<file path="config.mk">
export PLATFORM = sky130hd
export DESIGN_NAME = ascii_hex_entry_flat
export DESIGN_NICKNAME = d
export VERILOG_FILES = /design/src/rtl/ascii_hex_entry_if.sv /design/src/rtl/ascii_hex_entry.sv /design/src/flat_wrapper.sv
export SDC_FILE = /design/constraint.sdc
export NUM_CORES = 1
export LEC_CHECK = 0
export CAP_MARGIN = 20
export CORE_ASPECT_RATIO = 1.5
export CORE_MARGIN = 2
export CORE_UTILIZATION = 50
export CTS_BUF_LIST = sky130_fd_sc_hd__clkbuf_4 sky130_fd_sc_hd__clkbuf_8
export CTS_CLUSTER_SIZE = 10
export DETAILED_ROUTE_END_ITERATION = 8
export PLACE_DENSITY = 0.91
export SYNTH_ARGS = -nofsm -noshare
export SYNTH_HDL_FRONTEND = slang
export SYNTH_SLANG_ARGS = --single-unit
</file>
<file path="constraint.sdc">
create_clock -name clk -period 3.8 [get_ports clk]
set_clock_uncertainty 0.1 [all_clocks]
set_input_delay 1.14 -clock clk [delete_from_list [all_inputs] [get_ports clk]]
set_output_delay 1.14 -clock clk [all_outputs]
set_load 0.01 [all_outputs]
</file>
<file path="src/rtl/ascii_hex_entry_if.sv">
// Character-stream and committed-value handshake bundle for ascii_hex_entry.
// The master side is the keyboard front end plus the value consumer; the
// slave side is the entry block itself.
interface ascii_hex_entry_if #(
    parameter int DIGITS = 4
);
    localparam int W = 4 * DIGITS;

    logic [7:0]   char_in;
    logic         char_valid;
    logic         char_ready;
    logic [W-1:0] partial;
    logic [3:0]   digit_count;
    logic [W-1:0] value;
    logic         value_valid;
    logic         value_ready;
    logic         err;

    modport master (
        output char_in, char_valid, value_ready,
        input  char_ready, partial, digit_count, value, value_valid, err
    );

    modport slave (
        input  char_in, char_valid, value_ready,
        output char_ready, partial, digit_count, value, value_valid, err
    );
endinterface

</file>
<file path="src/rtl/ascii_hex_entry.sv">
// ascii_hex_entry: assembles typed ASCII hex digits into a binary value.
// Hex digits shift into a right-justified accumulator. Backspace drops the
// newest digit, Escape clears the entry, and Enter commits a non-empty entry
// and holds it until the consumer takes it. Rejected characters raise a
// one-cycle err pulse.
module ascii_hex_entry #(
    parameter int DIGITS = 4
) (
    input  logic              clk,
    input  logic              rst,
    ascii_hex_entry_if.slave  bus
);
    localparam int W = 4 * DIGITS;

    localparam logic [7:0] CH_BS    = 8'h08;
    localparam logic [7:0] CH_ENTER = 8'h0D;
    localparam logic [7:0] CH_ESC   = 8'h1B;

    typedef enum logic {COLLECT, HOLD} state_t;

    state_t       state;
    logic         is_hex;
    logic [3:0]   nib;
    logic         accept;
    logic         full;
    logic         empty;

    // Characters are taken only in COLLECT and never while reset is held.
    assign bus.char_ready = (state == COLLECT) && !rst;
    assign accept         = bus.char_valid && bus.char_ready;
    assign full           = (bus.digit_count == 4'(DIGITS));
    assign empty          = (bus.digit_count == 4'd0);

    // Map the incoming ASCII code to a hex nibble and flag whether it is a hex digit.
    always_comb begin
        // NOTE: every output of this block gets a default first, so no path
        // leaves a value unassigned and no latch is inferred.
        is_hex = 1'b0;
        nib    = 4'd0;
        if (bus.char_in >= 8'h30 && bus.char_in <= 8'h39) begin
            is_hex = 1'b1;
            nib    = bus.char_in[3:0];
        end else if ((bus.char_in >= 8'h41 && bus.char_in <= 8'h46) ||
                     (bus.char_in >= 8'h61 && bus.char_in <= 8'h66)) begin
            is_hex = 1'b1;
            nib    = bus.char_in[3:0] + 4'd9;
        end
    end

    // Entry FSM: accumulator, digit counter, commit register and error pulse.
    always_ff @(posedge clk) begin
        // NOTE: state is updated with non-blocking assignments so every
        // register samples the pre-edge values of the others.
        if (rst) begin
            state           <= COLLECT;
            bus.partial     <= '0;
            bus.digit_count <= 4'd0;
            bus.value       <= '0;
            bus.value_valid <= 1'b0;
            bus.err         <= 1'b0;
        end else begin
            bus.err <= 1'b0;
            case (state)
                COLLECT: begin
                    if (accept) begin
                        if (is_hex) begin
                            if (!full) begin
                                bus.partial     <= (bus.partial << 4) | W'(nib);
                                bus.digit_count <= bus.digit_count + 4'd1;
                            end else begin
                                bus.err <= 1'b1;
                            end
                        end else if (bus.char_in == CH_BS) begin
                            if (!empty) begin
                                bus.partial     <= bus.partial >> 4;
                                bus.digit_count <= bus.digit_count - 4'd1;
                            end
                        end else if (bus.char_in == CH_ESC) begin
                            bus.partial     <= '0;
                            bus.digit_count <= 4'd0;
                        end else if (bus.char_in == CH_ENTER) begin
                            if (!empty) begin
                                bus.value       <= bus.partial;
                                bus.value_valid <= 1'b1;
                                bus.partial     <= '0;
                                bus.digit_count <= 4'd0;
                                state           <= HOLD;
                            end else begin
                                bus.err <= 1'b1;
                            end
                        end else begin
                            bus.err <= 1'b1;
                        end
                    end
                end
                HOLD: begin
                    // value stays put; only the handshake releases it.
                    if (bus.value_ready) begin
                        bus.value_valid <= 1'b0;
                        state           <= COLLECT;
                    end
                end
                default: state <= COLLECT;
            endcase
        end
    end
endmodule

</file>
<file path="src/flat_wrapper.sv">
// flat-port wrapper written by rule: the top's interface ports become plain ports
module ascii_hex_entry_flat 
#(
    parameter int DIGITS = 4
)
  (clk, rst, bus_char_in, bus_char_valid, bus_value_ready, bus_char_ready, bus_partial, bus_digit_count, bus_value, bus_value_valid, bus_err);
  ascii_hex_entry_if #(.DIGITS(DIGITS)) bus_i ();
  input  logic clk;
  input  logic rst;
  input wire logic [$bits(bus_i.char_in)-1:0] bus_char_in;
  input wire logic [$bits(bus_i.char_valid)-1:0] bus_char_valid;
  input wire logic [$bits(bus_i.value_ready)-1:0] bus_value_ready;
  output wire logic [$bits(bus_i.char_ready)-1:0] bus_char_ready;
  output wire logic [$bits(bus_i.partial)-1:0] bus_partial;
  output wire logic [$bits(bus_i.digit_count)-1:0] bus_digit_count;
  output wire logic [$bits(bus_i.value)-1:0] bus_value;
  output wire logic [$bits(bus_i.value_valid)-1:0] bus_value_valid;
  output wire logic [$bits(bus_i.err)-1:0] bus_err;
  assign bus_i.char_in = bus_char_in;
  assign bus_i.char_valid = bus_char_valid;
  assign bus_i.value_ready = bus_value_ready;
  assign bus_char_ready = bus_i.char_ready;
  assign bus_partial = bus_i.partial;
  assign bus_digit_count = bus_i.digit_count;
  assign bus_value = bus_i.value;
  assign bus_value_valid = bus_i.value_valid;
  assign bus_err = bus_i.err;
  ascii_hex_entry #(.DIGITS(DIGITS)) u_core (.clk(clk), .rst(rst), .bus(bus_i));
endmodule
</file>
# After elaboration in Yosys (flattened, before gate mapping)
# Cells that the tools add are included.
[classes]
n_addsub = 3
n_lt_le_gt_ge = 6
eq_ne = 14
mux = 40
bitwise = 7
n_reduce_logical = 13
[op_table]
columns = ["operator", "n"]
rows = [
  ["$mux W16", 7],
  ["$mux W4", 9],
  ["$mux W1", 22],
  ["$eq A8 B4 Y1 const B", 2],
  ["$ge A8 B7 Y1 const B", 2],
  ["$le A8 B7 Y1 const B", 2],
  ["$or A16 B4 Y16", 1],
  ["$ne A2 B2 Y1 const B", 7],
  ["$reduce_and A7 Y1", 2],
  ["$eq A8 B5 Y1 const B", 1],
  ["$ge A8 B6 Y1 const B", 1],
  ["$le A8 B6 Y1 const B", 1],
  ["$ne A3 B2 Y1 const B", 2],
  ["$not A1 Y1", 6],
  ["$reduce_and A6 Y1", 1],
  ["$logic_and A1 B1 Y1", 5],
  ["$add A4 B1 Y4 const B", 1],
  ["$add A4 B4 Y4 const B", 1],
  ["$eq A4 B3 Y1 const B", 1],
  ["$logic_not A4 Y1", 1],
  ["$pmux W1 S2", 2],
  ["$reduce_bool A4 Y1", 1],
  ["$sub A4 B1 Y4 const B", 1],
  ["$reduce_or A3 Y1", 1],
  ["3 further kinds", 3],
]
[word_totals]
regBits = 39
output_inout_bits = 39
elab_cells = 89

# Longest topological paths before layout
[depth]
word_depth = 8
ltp_mapped = 9
ltp_nobuf = 8

# Worst setup path before layout
# Ideal clock, no wire load.
[synth_timing]
path_type = "input to register"
start = "input port bus_char_in[0]"
end = "register u_core.bus.partial[10]"
arrival_ns = 2.912
path_slack_ns = 0.648
path_stages = 8
path_cell_list = "inv_1 > ha_1 > or3b_1 > o311a_1 > or2_1 > a211oi_4 > buf_2 > a211oi_2"
[synth_via]
elab_chain_len = 7
elab_cells_between_ends = 23
classes_between = "order compare: 6; eq/ne: 6; mux: 5; reduce/logical: 6"
[synth_rtl]
columns = ["item", "line", "rtl"]
rows = [
  ["start, declared", "flat_wrapper.sv:10", "input wire logic [$bits(bus_i.char_in)-1:0] bus_char_in;"],
  ["$ge A8 B7 Y1 (tied with other cells)", "ascii_hex_entry.sv:43", "end else if ((bus.char_in >= 8'h41 && bus.char_in <= 8'h46) ||"],
  ["$logic_and A1 B1 Y1, on equally long branches", "ascii_hex_entry.sv:43, ascii_hex_entry.sv:44", ""],
  ["$logic_or A1 B1 Y1", "ascii_hex_entry.sv:43", ""],
  ["$mux W1", "ascii_hex_entry.sv:43", ""],
  ["$mux W1", "ascii_hex_entry.sv:40", "if (bus.char_in >= 8'h30 && bus.char_in <= 8'h39) begin"],
  ["$ne A3 B2 Y1 (no source line) (tied with other cells)", "--", ""],
  ["$reduce_and A6 Y1 (no source line)", "--", ""],
  ["end signal, assigned", "ascii_hex_entry.sv:68", "bus.partial <= (bus.partial << 4) | W'(nib);"],
  ["end signal, assigned", "ascii_hex_entry.sv:75", "bus.partial <= bus.partial >> 4;"],
  ["end, declared", "ascii_hex_entry_if.sv:26", "output char_ready, partial, digit_count, value, value_valid, err"],
]
# Parallel ways exist; a longest one is shown, timed or not.
# A chain may end at the register's enable or synchronous reset.

# Worst setup path after layout
[layout_timing]
start = "input port rst"
end = "output port bus_char_ready"
[layout_via]
elab_chain_len = 2
[layout_rtl]
columns = ["item", "line", "rtl"]
rows = [
  ["start, declared", "flat_wrapper.sv:9", "input logic rst;"],
  ["$logic_not A1 Y1", "ascii_hex_entry.sv:29", "assign bus.char_ready = (state == COLLECT) && !rst;"],
  ["$logic_and A1 B1 Y1", "ascii_hex_entry.sv:29", ""],
  ["end, declared", "flat_wrapper.sv:13", "output wire logic [$bits(bus_i.char_ready)-1:0] bus_char_ready;"],
]
# No other way between the ends.

==> flow_metrics.env <==
export IMPL_synth_area_um2=1972
export IMPL_post_dp_cell_area_um2=2565
export IMPL_synth_edf_count=0
export IMPL_cp_end_kind="output pin"
export IMPL_p_leak_nw=1.003
export IMPL_hold_start="u_core.bus.value_valid"
export IMPL_tightest_slew_ns=0.4925
export IMPL_drt_total_wl_um=4455
export IMPL_drtAntennaViolNets=0
export IMPL_cts_tree="done"
export IMPL_setup_tns_ns=0
export IMPL_ys_warnings_count=0
export IMPL_worst_path_largest_cell_delay_ns=0.55
export IMPL_path_cells="clkdlybuf4s50_1 > nor2_1 > clkdlybuf4s50_1"
export IMPL_cpMostUsedCell="clkdlybuf4s50_1"
export IMPL_nets=287
export IMPL_synth_area_per_cell_um2=9.301
export IMPL_p_per_area_nw_per_um2=292.3
export IMPL_crit_start="rst"
export IMPL_syn_nets=231
export IMPL_met1Wirelength_um=1775
export IMPL_crit_buf_inv=2
export IMPL_cap_violations=0
export IMPL_ys_types=43
export IMPL_dieArea_um2=4473
export IMPL_postCtsHoldBufs=0
export IMPL_final_cell_area_um2=2654
export IMPL_min_path_type="reg -> reg"
export IMPL_grt_pass1_wl_um=7320
export IMPL_rsz0062_at_grt="false"
export IMPL_placed_cells=306
export IMPL_dr_pass1_iters=4
export IMPL_gp_congestion=0.8481
export IMPL_viasPerCell=5.561
export IMPL_synth_area_leaders="dfxtp_1, mux2i_1, nor2_1"
export IMPL_synthCells=212
export IMPL_cp_slowest_cell="clkdlybuf4s50_1"
export IMPL_fp_dieH_um=80.92
export IMPL_grt_pass1_vias=1592
export IMPL_htreeDepth=2
export IMPL_ir_drop_uv=241.9
export IMPL_overflow=0
export IMPL_clock_latency_ns=0.29
export IMPL_slew_headroom_pct=66.99
export IMPL_coreArea_um2=3854
export IMPL_utilization_pct=68.86
export IMPL_drc_errors=0
export IMPL_grtUsageTotal_pct=20.48
export IMPL_fp_row_count=28
export IMPL_power_mw=0.7758
export IMPL_buffer_ports_inserted=50
export IMPL_crit_type="in -> out"
export IMPL_finalHoldViolations=0
export IMPL_setup_violations=0
export IMPL_post_cts_resized=0
export IMPL_cts_setup_buffers=0
export IMPL_via_count=1746
export IMPL_ctsRootBufferMaster="clkbuf_8"
export IMPL_cp_top_family="buffers and inverters"
export IMPL_grt_max_degree=39
export IMPL_period_needed_ns=3.506
export IMPL_routedWlPerCell_um=14.19
export IMPL_die_w_um=55.28
export IMPL_critPathLaunchType="input port"
export IMPL_outcome="finished, final reports clean"
export IMPL_rr_startpoint="u_core.bus.digit_count[1]"
export IMPL_hpwl_um=3229
export IMPL_most_common_layout_cells="clkdlybuf4s50_1, nor2_1, dfxtp_1"
export IMPL_wl_met3_um=182
export IMPL_cts_clk_slew_worst_paths_ns=0.07
export IMPL_antenna_cells=0
export IMPL_slew_violations=0
export IMPL_drtIter0Drc=25
export IMPL_synth_top_area_share_pct=39.59
export IMPL_wl_met2_um=2394
export IMPL_clock_fmax_ghz=0.2852
export IMPL_ys_flop_type="dfxtp_1"
export IMPL_yosysSeqAreaShare_pct=39.59
export IMPL_layout_drive_gt1_share_pct=14.13
export IMPL_crit_required_ns=2.56
export IMPL_cts_buffers=5
export IMPL_initial_utilization_pct=51.17
export IMPL_layout_commonest_cell="clkdlybuf4s50_1"
export IMPL_fin_cells=314
export IMPL_synth_top_cell_by_area="dfxtp_1"
export IMPL_worst_ep_arrival_time_ns=2.27
export IMPL_ys_ff_latch=39
export IMPL_period_share_pct=92.27
export IMPL_topRoutingLayerUsed="met4"
export IMPL_area_growth_pct=34.58
export IMPL_ioPinCount=51
export IMPL_cts_buffer_depth=2
export IMPL_cts_sinks=39
export IMPL_async_reset_ff_share_pct=0
export IMPL_path_max_fanout=2
export IMPL_antenna_found_initial=0
==> synthesized netlist by cell type, types with 2 or more instances <==
cell type,instances
a211oi_2,11
a21oi_1,10
a221o_1,2
a22oi_1,9
a311oi_1,2
buf_2,5
buf_4,2
clkbuf_1,6
dfxtp_1,39
ha_1,7
inv_1,5
mux2i_1,18
nand2_1,16
nand2b_1,7
nand3_1,4
nor2_1,40
nor3_1,2
o221ai_1,2
==> where the power goes <==
group	switching, mW	internal [mW]	total [mW]
combinational	0.0394	0.0363	0.0757
clock	0.140	0.143	0.283
sequential	0.00475	0.412	0.417
==> per-layer routing <==
layer / up-vias / track usage (%)
met5: - / 0
met4: 0 / 9.756
met3: 9 / 3.503
met2: 46 / 38.21
met1: 825 / 22.34
li1: 866 / -
==> sequential cells by signal, indices dropped and copies added, names as in the netlist <==
name,flops
u_core.bus.digit_count,4
u_core.bus.err,1
u_core.bus.partial,16
u_core.bus.value,16
u_core.bus.value_valid,1
u_core.state,1
==> kinds of logic after synthesis <==
kind of cell / Yosys count / share of synthesized area, %
AND/OR/NAND/NOR: 77 / 17.77
multiplexers: 19 / 9.708
adder cells (fa/ha/maj): 7 / 4.441
XOR/XNOR: 2 / 0.8885
AO/OA/AOI/OAI: 49 / 22.91
buffers and inverters: 19 / 4.695
flip-flops: 39 / 39.59
==> final timing paths <==
check,slack (ns),to,depth (start not counted)
max,0.29,bus_char_ready,3
min,0.36,u_core.bus.value_valid,2
max reg2reg,1.48,u_core.bus.digit_count[0],9
min reg2reg,0.36,u_core.bus.value_valid,2
==> metrics by stage <==
stage	setup slack, ns	hold WS (ns)
final	0.2936	0.3612
after global routing	0.1811	0.3806
after CTS	0.2778	0.3593
after detailed placement	0.03719	0.3506
after global placement	0.1199	0.3435
after floorplan	0.6482	0.3631
==> worst reg2reg max path: stages (launching register included) <==
cell and delay [ns]:
dfxtp_1 0.45, inv_1 0.10, ha_1 0.20, nor3b_1 0.16
o22ai_1 0.19, a211oi_2 0.13, a211oi_4 0.26, buf_12 0.24
mux2_2 0.36, nor2_1 0.07
==> layout make-up <==
| type | instances | area [um2] |
|---|---|---|
| fill | 305 | 1200 |
| multi-input combinational | 154 | 1099 |
| sequential | 39 | 780.7 |
| timing repair buffer | 63 | 610.6 |
| clock buffer | 7 | 83.83 |
| tap | 45 | 56.30 |
| inverter | 5 | 18.77 |
| clock inverter | 1 | 5.005 |
No activity file was read; power rests on OpenSTA's default activity.
